--- config.mk ---
export PLATFORM = sky130hd
export DESIGN_NAME = pingpong_dsp_stage
export DESIGN_NICKNAME = d
export VERILOG_FILES = /design/src/rtl/pingpong_dsp_stage.sv
export SDC_FILE = /design/constraint.sdc
export NUM_CORES = 1
export LEC_CHECK = 0
export ABC_AREA = 1
export ABC_CLOCK_PERIOD_IN_PS = 8810
export CAP_MARGIN = 40
export CORE_MARGIN = 2
export CORE_UTILIZATION = 60
export CTS_BUF_LIST = sky130_fd_sc_hd__clkbuf_4
export CTS_CLUSTER_SIZE = 30
export DETAILED_ROUTE_END_ITERATION = 6
export PLACE_DENSITY = 0.87
export SYNTH_ARGS = -nofsm -noshare
export SYNTH_HDL_FRONTEND = slang
export SYNTH_SLANG_ARGS = --single-unit
--- constraint.sdc ---
create_clock -name clk -period 8.81 [get_ports clk]
set_clock_uncertainty 0.05 [all_clocks]
set_input_delay 2.2025 -clock clk [delete_from_list [all_inputs] [get_ports clk]]
set_output_delay 2.2025 -clock clk [all_outputs]
set_load 0.1 [all_outputs]
--- src/rtl/pingpong_dsp_stage.sv ---
// pingpong_dsp_stage
// Drains one full frame from the MOSI ping-pong RAM read port and applies
// out = min(max, ((in * gain) >> SHIFT) + offset) to every byte. Each result is
// written into the free MISO bank. Both banks are then released with a
// simultaneous one-cycle finish pulse.
//
// Ports:
//   clk, rst_n      clock, asynchronous active-low reset
//   readyb_in       input bank full            (sampled in IDLE only)
//   addrb_in        input RAM read address
//   doutb_in        input RAM read data, one cycle after address
//   finishb_in      pulse: input bank consumed
//   readya_out      output bank free           (sampled in IDLE only)
//   addra_out       output RAM write address
//   dina_out        output RAM write data
//   wea_out         output RAM write enable
//   finisha_out     pulse: output bank written
//   gain, offset    arithmetic coefficients, latched at frame start
//   busy            high whenever not idle
//   frame_cnt       completed frames, wrapping
module pingpong_dsp_stage #(
  parameter int unsigned ADDR_W    = 7,
  parameter int unsigned DATA_W    = 8,
  parameter int unsigned FRAME_LEN = 128,
  parameter int unsigned SHIFT     = 4
) (
  input  logic              clk,
  input  logic              rst_n,
  input  logic              readyb_in,
  output logic [ADDR_W-1:0] addrb_in,
  input  logic [DATA_W-1:0] doutb_in,
  output logic              finishb_in,
  input  logic              readya_out,
  output logic [ADDR_W-1:0] addra_out,
  output logic [DATA_W-1:0] dina_out,
  output logic              wea_out,
  output logic              finisha_out,
  input  logic [7:0]        gain,
  input  logic [7:0]        offset,
  output logic              busy,
  output logic [15:0]       frame_cnt
);

  localparam logic [ADDR_W-1:0] LastAddr = ADDR_W'(FRAME_LEN - 1);
  localparam int unsigned       ProdW    = DATA_W + 8;

  typedef enum logic [2:0] {StIdle, StRead, StDrain, StDone, StSettle} state_e;

  state_e              state_q, state_d;
  logic [ADDR_W-1:0]   rd_addr_q, rd_addr_d;
  logic [7:0]          gain_q, gain_d;
  logic [7:0]          offset_q, offset_d;
  logic                s1_valid_q;
  logic [ADDR_W-1:0]   s1_addr_q;
  logic                wea_q;
  logic [ADDR_W-1:0]   addra_q;
  logic [DATA_W-1:0]   dina_q;
  logic [15:0]         frame_cnt_q, frame_cnt_d;

  logic                start;
  logic [ProdW-1:0]    prod, prod_shr;
  logic [DATA_W-1:0]   prod_sat;
  logic [DATA_W:0]     sum;
  logic [DATA_W-1:0]   result;

  assign start = (state_q == StIdle) && readyb_in && readya_out;

  // Clamp the shifted product first so the offset add fits in DATA_W+1 bits.
  // min(max, min(max, p) + o) equals min(max, p + o), so no overflow can leak.
  always_comb begin
    prod     = {{8{1'b0}}, doutb_in} * {{DATA_W{1'b0}}, gain_q};
    prod_shr = prod >> SHIFT;
    prod_sat = (|prod_shr[ProdW-1:DATA_W]) ? '1 : prod_shr[DATA_W-1:0];
    sum      = {1'b0, prod_sat} + (DATA_W + 1)'(offset_q);
    result   = sum[DATA_W] ? '1 : sum[DATA_W-1:0];
  end

  always_comb begin
    state_d     = state_q;
    rd_addr_d   = (state_q == StRead) ? rd_addr_q + 1'b1 : '0;
    gain_d      = gain_q;
    offset_d    = offset_q;
    frame_cnt_d = frame_cnt_q;
    unique case (state_q)
      StIdle: begin
        if (start) begin
          state_d  = StRead;
          gain_d   = gain;
          offset_d = offset;
        end
      end
      StRead: begin
        if (rd_addr_q == LastAddr) state_d = StDrain;
      end
      // Leave once the final write is on the output port.
      StDrain: begin
        if (wea_q && (addra_q == LastAddr)) state_d = StDone;
      end
      StDone: begin
        frame_cnt_d = frame_cnt_q + 16'd1;
        state_d     = StSettle;
      end
      StSettle: state_d = StIdle;
      default:  state_d = StIdle;
    endcase
  end

  always_ff @(posedge clk or negedge rst_n) begin
    if (!rst_n) begin
      state_q     <= StIdle;
      rd_addr_q   <= '0;
      gain_q      <= '0;
      offset_q    <= '0;
      s1_valid_q  <= 1'b0;
      s1_addr_q   <= '0;
      wea_q       <= 1'b0;
      addra_q     <= '0;
      dina_q      <= '0;
      frame_cnt_q <= '0;
    end else begin
      state_q     <= state_d;
      rd_addr_q   <= rd_addr_d;
      gain_q      <= gain_d;
      offset_q    <= offset_d;
      // Stage 1 tracks the address whose data arrives on doutb_in next cycle.
      s1_valid_q  <= (state_q == StRead);
      s1_addr_q   <= rd_addr_q;
      wea_q       <= s1_valid_q;
      addra_q     <= s1_valid_q ? s1_addr_q : '0;
      dina_q      <= s1_valid_q ? result : '0;
      frame_cnt_q <= frame_cnt_d;
    end
  end

  assign addrb_in    = (state_q == StRead) ? rd_addr_q : '0;
  assign addra_out   = addra_q;
  assign dina_out    = dina_q;
  assign wea_out     = wea_q;
  assign finishb_in  = (state_q == StDone);
  assign finisha_out = (state_q == StDone);
  assign busy        = (state_q != StIdle);
  assign frame_cnt   = frame_cnt_q;

endmodule

---- Word level (Yosys, flattened, before mapping) ----
Index checks and enable logic that the tools add are counted.
storage, ports and cells
  input port bits ......................... 28
  logic and storage cells ................. 40
  flip-flop bits (word level) ............. 66
  output and inout bits ................... 42
operators by class
  reduce and logical (&&, ||, !) cells .... 8
  $add $sub $neg .......................... 3
  muxes and demuxes ....................... 10
  eq/ne operators ......................... 8
  multiply operators ...................... 1
operator list
  kind                     number
  $mux W8                  3
  $mux W7                  3
  $add A16 B1 Y16 const B  1
  $mul A8 B8 Y16           1
  $eq A7 B7 Y1 const B     2
  $pmux W3 S4              1
  $add A8 B8 Y9            1
  $mux W3                  3
  $add A7 B1 Y7 const B    1
  $eq A3 B2 Y1 const B     2
  $ne A2 B2 Y1 const B     2
  $reduce_or A4 Y1         1
  $eq A3 B1 Y1 const B     1
  $logic_and A1 B1 Y1      3
  $logic_not A3 Y1         1
  $reduce_and A3 Y1        1
  $reduce_bool A3 Y1       1
  $ne A2 B1 Y1 const B     1
  $reduce_and A2 Y1        1

---- Longest topological paths before layout ----
  depth in word-level cells ............... 6
  mapped depth ............................ 32
  mapped depth without buffers ............ 31

---- Worst setup path after synthesis ----
No wires, ideal clock.
  path type ............................... input port to flip-flop
  start ................................... in doutb_in[2]
  end ..................................... reg dina_q[7], in the netlist dina_out[7]
  required time ........................... 8697 ps
  buffers on the path ..................... 1
  cell stages on the path ................. 30
  setup slack ............................. 1654 ps
  arrival time ............................ 7043 ps
  library setup time ...................... 63 ps
  path through ............................ clkbuf_1 -> nand2_1 -> fa_1 -> fa_1 -> inv_1 -> fa_1 -> inv_1 -> fa_1 -> inv_1 -> ha_1 -> nand2_1 -> inv_1 -> nand2_1 -> nor3_1 -> nand2_1 -> nand2_1 -> nand2_1 -> nand2_2 -> nor2_4 -> nand3_1 -> ha_1 -> inv_1 -> fa_1 -> o21ai_0 -> nand4_1 -> nand2_1 -> inv_1 -> nand2_1 -> o21ai_0 -> inv_1
on the way
  cells in the longest elaborated chain, start to end .. 6
ends and longest elaborated chain
  item                    RTL line  source
  start: declaration      31        input logic [DATA_W-1:0] doutb_in,
  $mul A8 B8 Y16 *        71        prod = {{8{1'b0}}, doutb_in} * {{DATA_W{1'b0}}, gain_q};
  $reduce_or A4 Y1        73        prod_sat = (|prod_shr[ProdW-1:DATA_W]) ? '1 : prod_shr[DATA_W-1:0];
  $mux W8 *               73
  $add A8 B8 Y9 *         74        sum = {1'b0, prod_sat} + (DATA_W + 1)'(offset_q);
  $mux W8 *               75        result = sum[DATA_W] ? '1 : sum[DATA_W-1:0];
  $mux W8 *               130       dina_q <= s1_valid_q ? result : '0;
  end signal: assignment  130
  end: declaration        57        logic [DATA_W-1:0] dina_q;
Every way passes the cells marked *; elsewhere a longest branch is shown, timed or not.
A chain may end at the register's enable or synchronous reset.

---- Final worst setup path ----
  start ................................... in doutb_in[0]
  end ..................................... reg dina_q[7], in the netlist dina_out[7]
Same word-level chain as after synthesis.

==> run_results.csv <==
group,metric,value,unit
run_status,status,"complete, no violations",
clocking,cts-root-buf,"clkbuf_4",
clocking,cts.path.max_buffers,2,
worst_setup_path,cp-start-kind,"input port",
pwr,vdd_ir_drop_max,0.0768,mV
worst_setup_path,crit_top_cell,"nand2_1",
worst_setup_path,crit_buf_inv,7,
worst_setup_path,r2r_end,"dina_out[7]$_DFF_PN0_",
sta,post-route-period-util,89.5,%
sta,finalHoldViolCount,0,
floorplanning,initial_utilization,61.8,%
route,avgRoutedWirePerCell,16.0,um
sta,setup_tns,0,ns
sta,slew_headroom,44.2,%
synth,yosys_most_used_dff,"dfrtp_1",
sta,setup_viol,0,
worst_setup_path,crit_family,"adder cells",
placement,dp_hpwl,11000,um
global_route,gr-max-usage-layer,"met2",
global_route,grt.overflow.total,0,
worst_setup_path,crit_fanout,9,
global_route,grt_util_met2,55.8,%
worst_setup_path,cp.arrival,8.22,ns
synth,yosysSeqAreaShare,30.6,%
final_layout,antenna_cells,0,
synth,synth_common_cells,"174 x inv_1, 154 x nand2_1, 66 x dfrtp_1",
floorplanning,core,8720,um^2
placement,port_buffers,69,
synth,synth_area,5390,um^2
sta,rsz0062_at_grt,"no",
global_route,grt_util_met3,6.17,%
global_route,grt_pass1_vias,5031,
global_route,grt_pass1_wl,23700,um
clocking,clkLatencyLatePin,0.45,ns
sta,min_period,7.89,ns
final_layout,area.growth.synth_to_final,29.0,%
synth,yosysUniqueCellTypes,39,
worst_hold_path,hold_path_depth,0,
synth,yosys_warnings,0,
route,routed_via_density,5.32,
synth,syn_avg_cell_area,8.23,um^2
synth,synth_top_cell_by_area,"dfrtp_1",
floorplanning,die_area,9760,um^2
final_layout,drive_above_1_share,13.1,%
placement,place.gp.congestion,0.937,
floorplanning,row_count,34,
placement,placed_area,6820,um^2
worst_setup_path,critPathSlowestCell,"clkdlybuf4s50_1",
clocking,cts_hold_buf,0,
route,drc,0,
synth,post-synth-top-count-cell,"inv_1",
clocking,post-cts-setup-buffers,0,
route,vias,4653,
synth,synth_edf_count,0,
worst_setup_path,max_stage_delay,0.66,ns
clocking,cts_tree,"done",
sta,hold_ws,0.384,ns
synth,synth_top_area_share,30.6,%
route,drtIter0Drc,283,
route,routed_wl,14000,um
synth,ys_ff_latch,66,
worst_setup_path,reg2reg_slack,2.78,ns
final_layout,final_area,6950,um^2
clocking,cts_resized,0,
global_route,track_usage,31.1,%
synth,synthArstFlopShare,100,%
route,ant_nets,0,
worst_setup_path,end_kind,"flip-flop",
worst_setup_path,r2r_cells,28,
synth,synth_nets,763,
clocking,numCtsBuffers,9,
floorplanning,ios,70,
clocking,htree_levels,3,
clocking,clk_pin_slew,0.13,ns
worst_setup_path,path_class,"input port to flip-flop",
worst_hold_path,hold_start,"rd_addr_q[4]$_DFF_PN0_",
pwr,p_leak,0.00419,uW
floorplanning,die_w,98.8,um
sta,max_freq,127,MHz
global_route,grtUsageMet1,35.9,%
worst_hold_path,hold_end,"s1_addr_q[4]$_DFF_PN0_",
flow_run,drv_cap,0,
sta,tightest_slew,0.836,ns
floorplanning,die_h,98.8,um
worst_hold_path,hp-class,"flip-flop to flip-flop",
clocking,clock_sinks,66,
global_route,antenna_found_initial,0,
sta,maxSlewViolCount,0,
pwr,power_density,74.5,nW/um^2
worst_setup_path,r2r-start,"gain_q[7]$_DFFE_PN0P_",
final_layout,nets,869,
synth,synth_area_leaders,"dfrtp_1 31%, fa_1 14%, inv_1 12%",
route,drtPass1Iterations,6,
worst_setup_path,critical_path_required,9.14,ns
synth,syn_inst,655,
global_route,grt_start_max_net_pins,67,
[metrics by stage]
stage	total power, uW	instances	util, %	setup slack (ns)
2_1_floorplan	312	655	-	1.65
3_3_place_gp	331	816	70.4	0.817
3_5_place_dp	331	858	78.2	0.555
4_1_cts	520	874	79.7	0.974
5_1_grt	533	874	79.7	0.527
6_report	518	874	79.7	0.921
[cells by family (layout without fill, tap and decap cells)]
family / Yosys count / after routing / synth area share (%)
AND/OR/NAND/NOR: 239 / 239 / 20.9
buffers and inverters: 194 / 305 / 13.7
adder cells (fa/ha/maj): 80 / 80 / 23.7
flip-flops: 66 / 66 / 30.6
AO/OA/AOI/OAI: 35 / 35 / 3.53
XOR/XNOR: 26 / 26 / 4.37
multiplexers: 15 / 15 / 3.13
[where the power goes]
part	switching, uW	internal, uW	total [uW]	leakage (uW)
logic	12.0	10.8	22.7	0.00321
registers	0	303	303	0.000912
clock network	130	62.1	192	0.0000639
total	142	376	518	0.00419
[worst reg2reg max path, delay by kind of cell (launching register included)]
kind / cells / cell delay, ns
adder cells (fa/ha/maj): 6 / 2.92
AND/OR/NAND/NOR: 14 / 1.60
buffers and inverters: 6 / 0.42
flip-flops: 1 / 0.56
AO/OA/AOI/OAI: 2 / 0.41
[metal layers]
metal	up-vias	part of all wire [%]
li1	2166	-
met1	2235	37
met2	197	54
met3	55	5.4
met4	0	3.9
met5	-	0
[worst max-delay path by stage]
stage | from | to | slack (ns) | cells after the start
6_report | doutb_in[0] | dina_out[7]$_DFF_PN0_ | 0.92 | 29
5_1_grt | doutb_in[3] | dina_out[1]$_DFF_PN0_ | 0.53 | 29
4_1_cts | doutb_in[0] | dina_out[7]$_DFF_PN0_ | 0.97 | 29
3_5_place_dp | doutb_in[0] | dina_out[7]$_DFF_PN0_ | 0.56 | 29
3_3_place_gp | doutb_in[1] | dina_out[7]$_DFF_PN0_ | 0.82 | 26
2_1_floorplan | doutb_in[2] | dina_out[7]$_DFF_PN0_ | 1.65 | 30
[cells in the final DEF, fill, tap and decap left out, types with 2 or more instances in the layout]
| master | n |
|---|---|
| a21oi_1 | 19 |
| inv_6 | 4 |
| nor3_1 | 2 |
| dfrtp_1 | 66 |
| nor2_4 | 6 |
| buf_16 | 4 |
| inv_1 | 174 |
| clkinvlp_4 | 2 |
| nand2_1 | 154 |
| nand3_1 | 22 |
| mux2_2 | 13 |
| nand2_4 | 2 |
| clkbuf_4 | 9 |
| nor2_2 | 2 |
| nand3_2 | 3 |
| a31oi_1 | 5 |
| o21ai_0 | 8 |
| xnor2_1 | 11 |
| buf_8 | 38 |
| ha_1 | 43 |
| fa_1 | 37 |
| nor3_4 | 3 |
| xor2_1 | 14 |
| mux2_1 | 2 |
| nand2_2 | 5 |
| clkdlybuf4s50_1 | 68 |
| nand4_1 | 10 |
| nor2_1 | 23 |
| nand3b_1 | 2 |
[layout make-up]
class                           count  area (um^2)
Clock buffer                        9         67.6
Clock inverter                      7         58.8
Fill cell                         498         1770
Inverter                          177          666
Multi-Input combinational cell    395         3000
Sequential cell                    66         1650
Tap cell                          108          135
Timing Repair Buffer              112         1370
[state kept, by name, summed over array words and instances (netlist names), 3 cells and up]
name and flops:
frame_cnt 16, dina_out 8, gain_q 8, offset_q 8, addra_out 7, rd_addr_q 7
s1_addr_q 7, state_q 3
(Power assumes the default switching activity.)
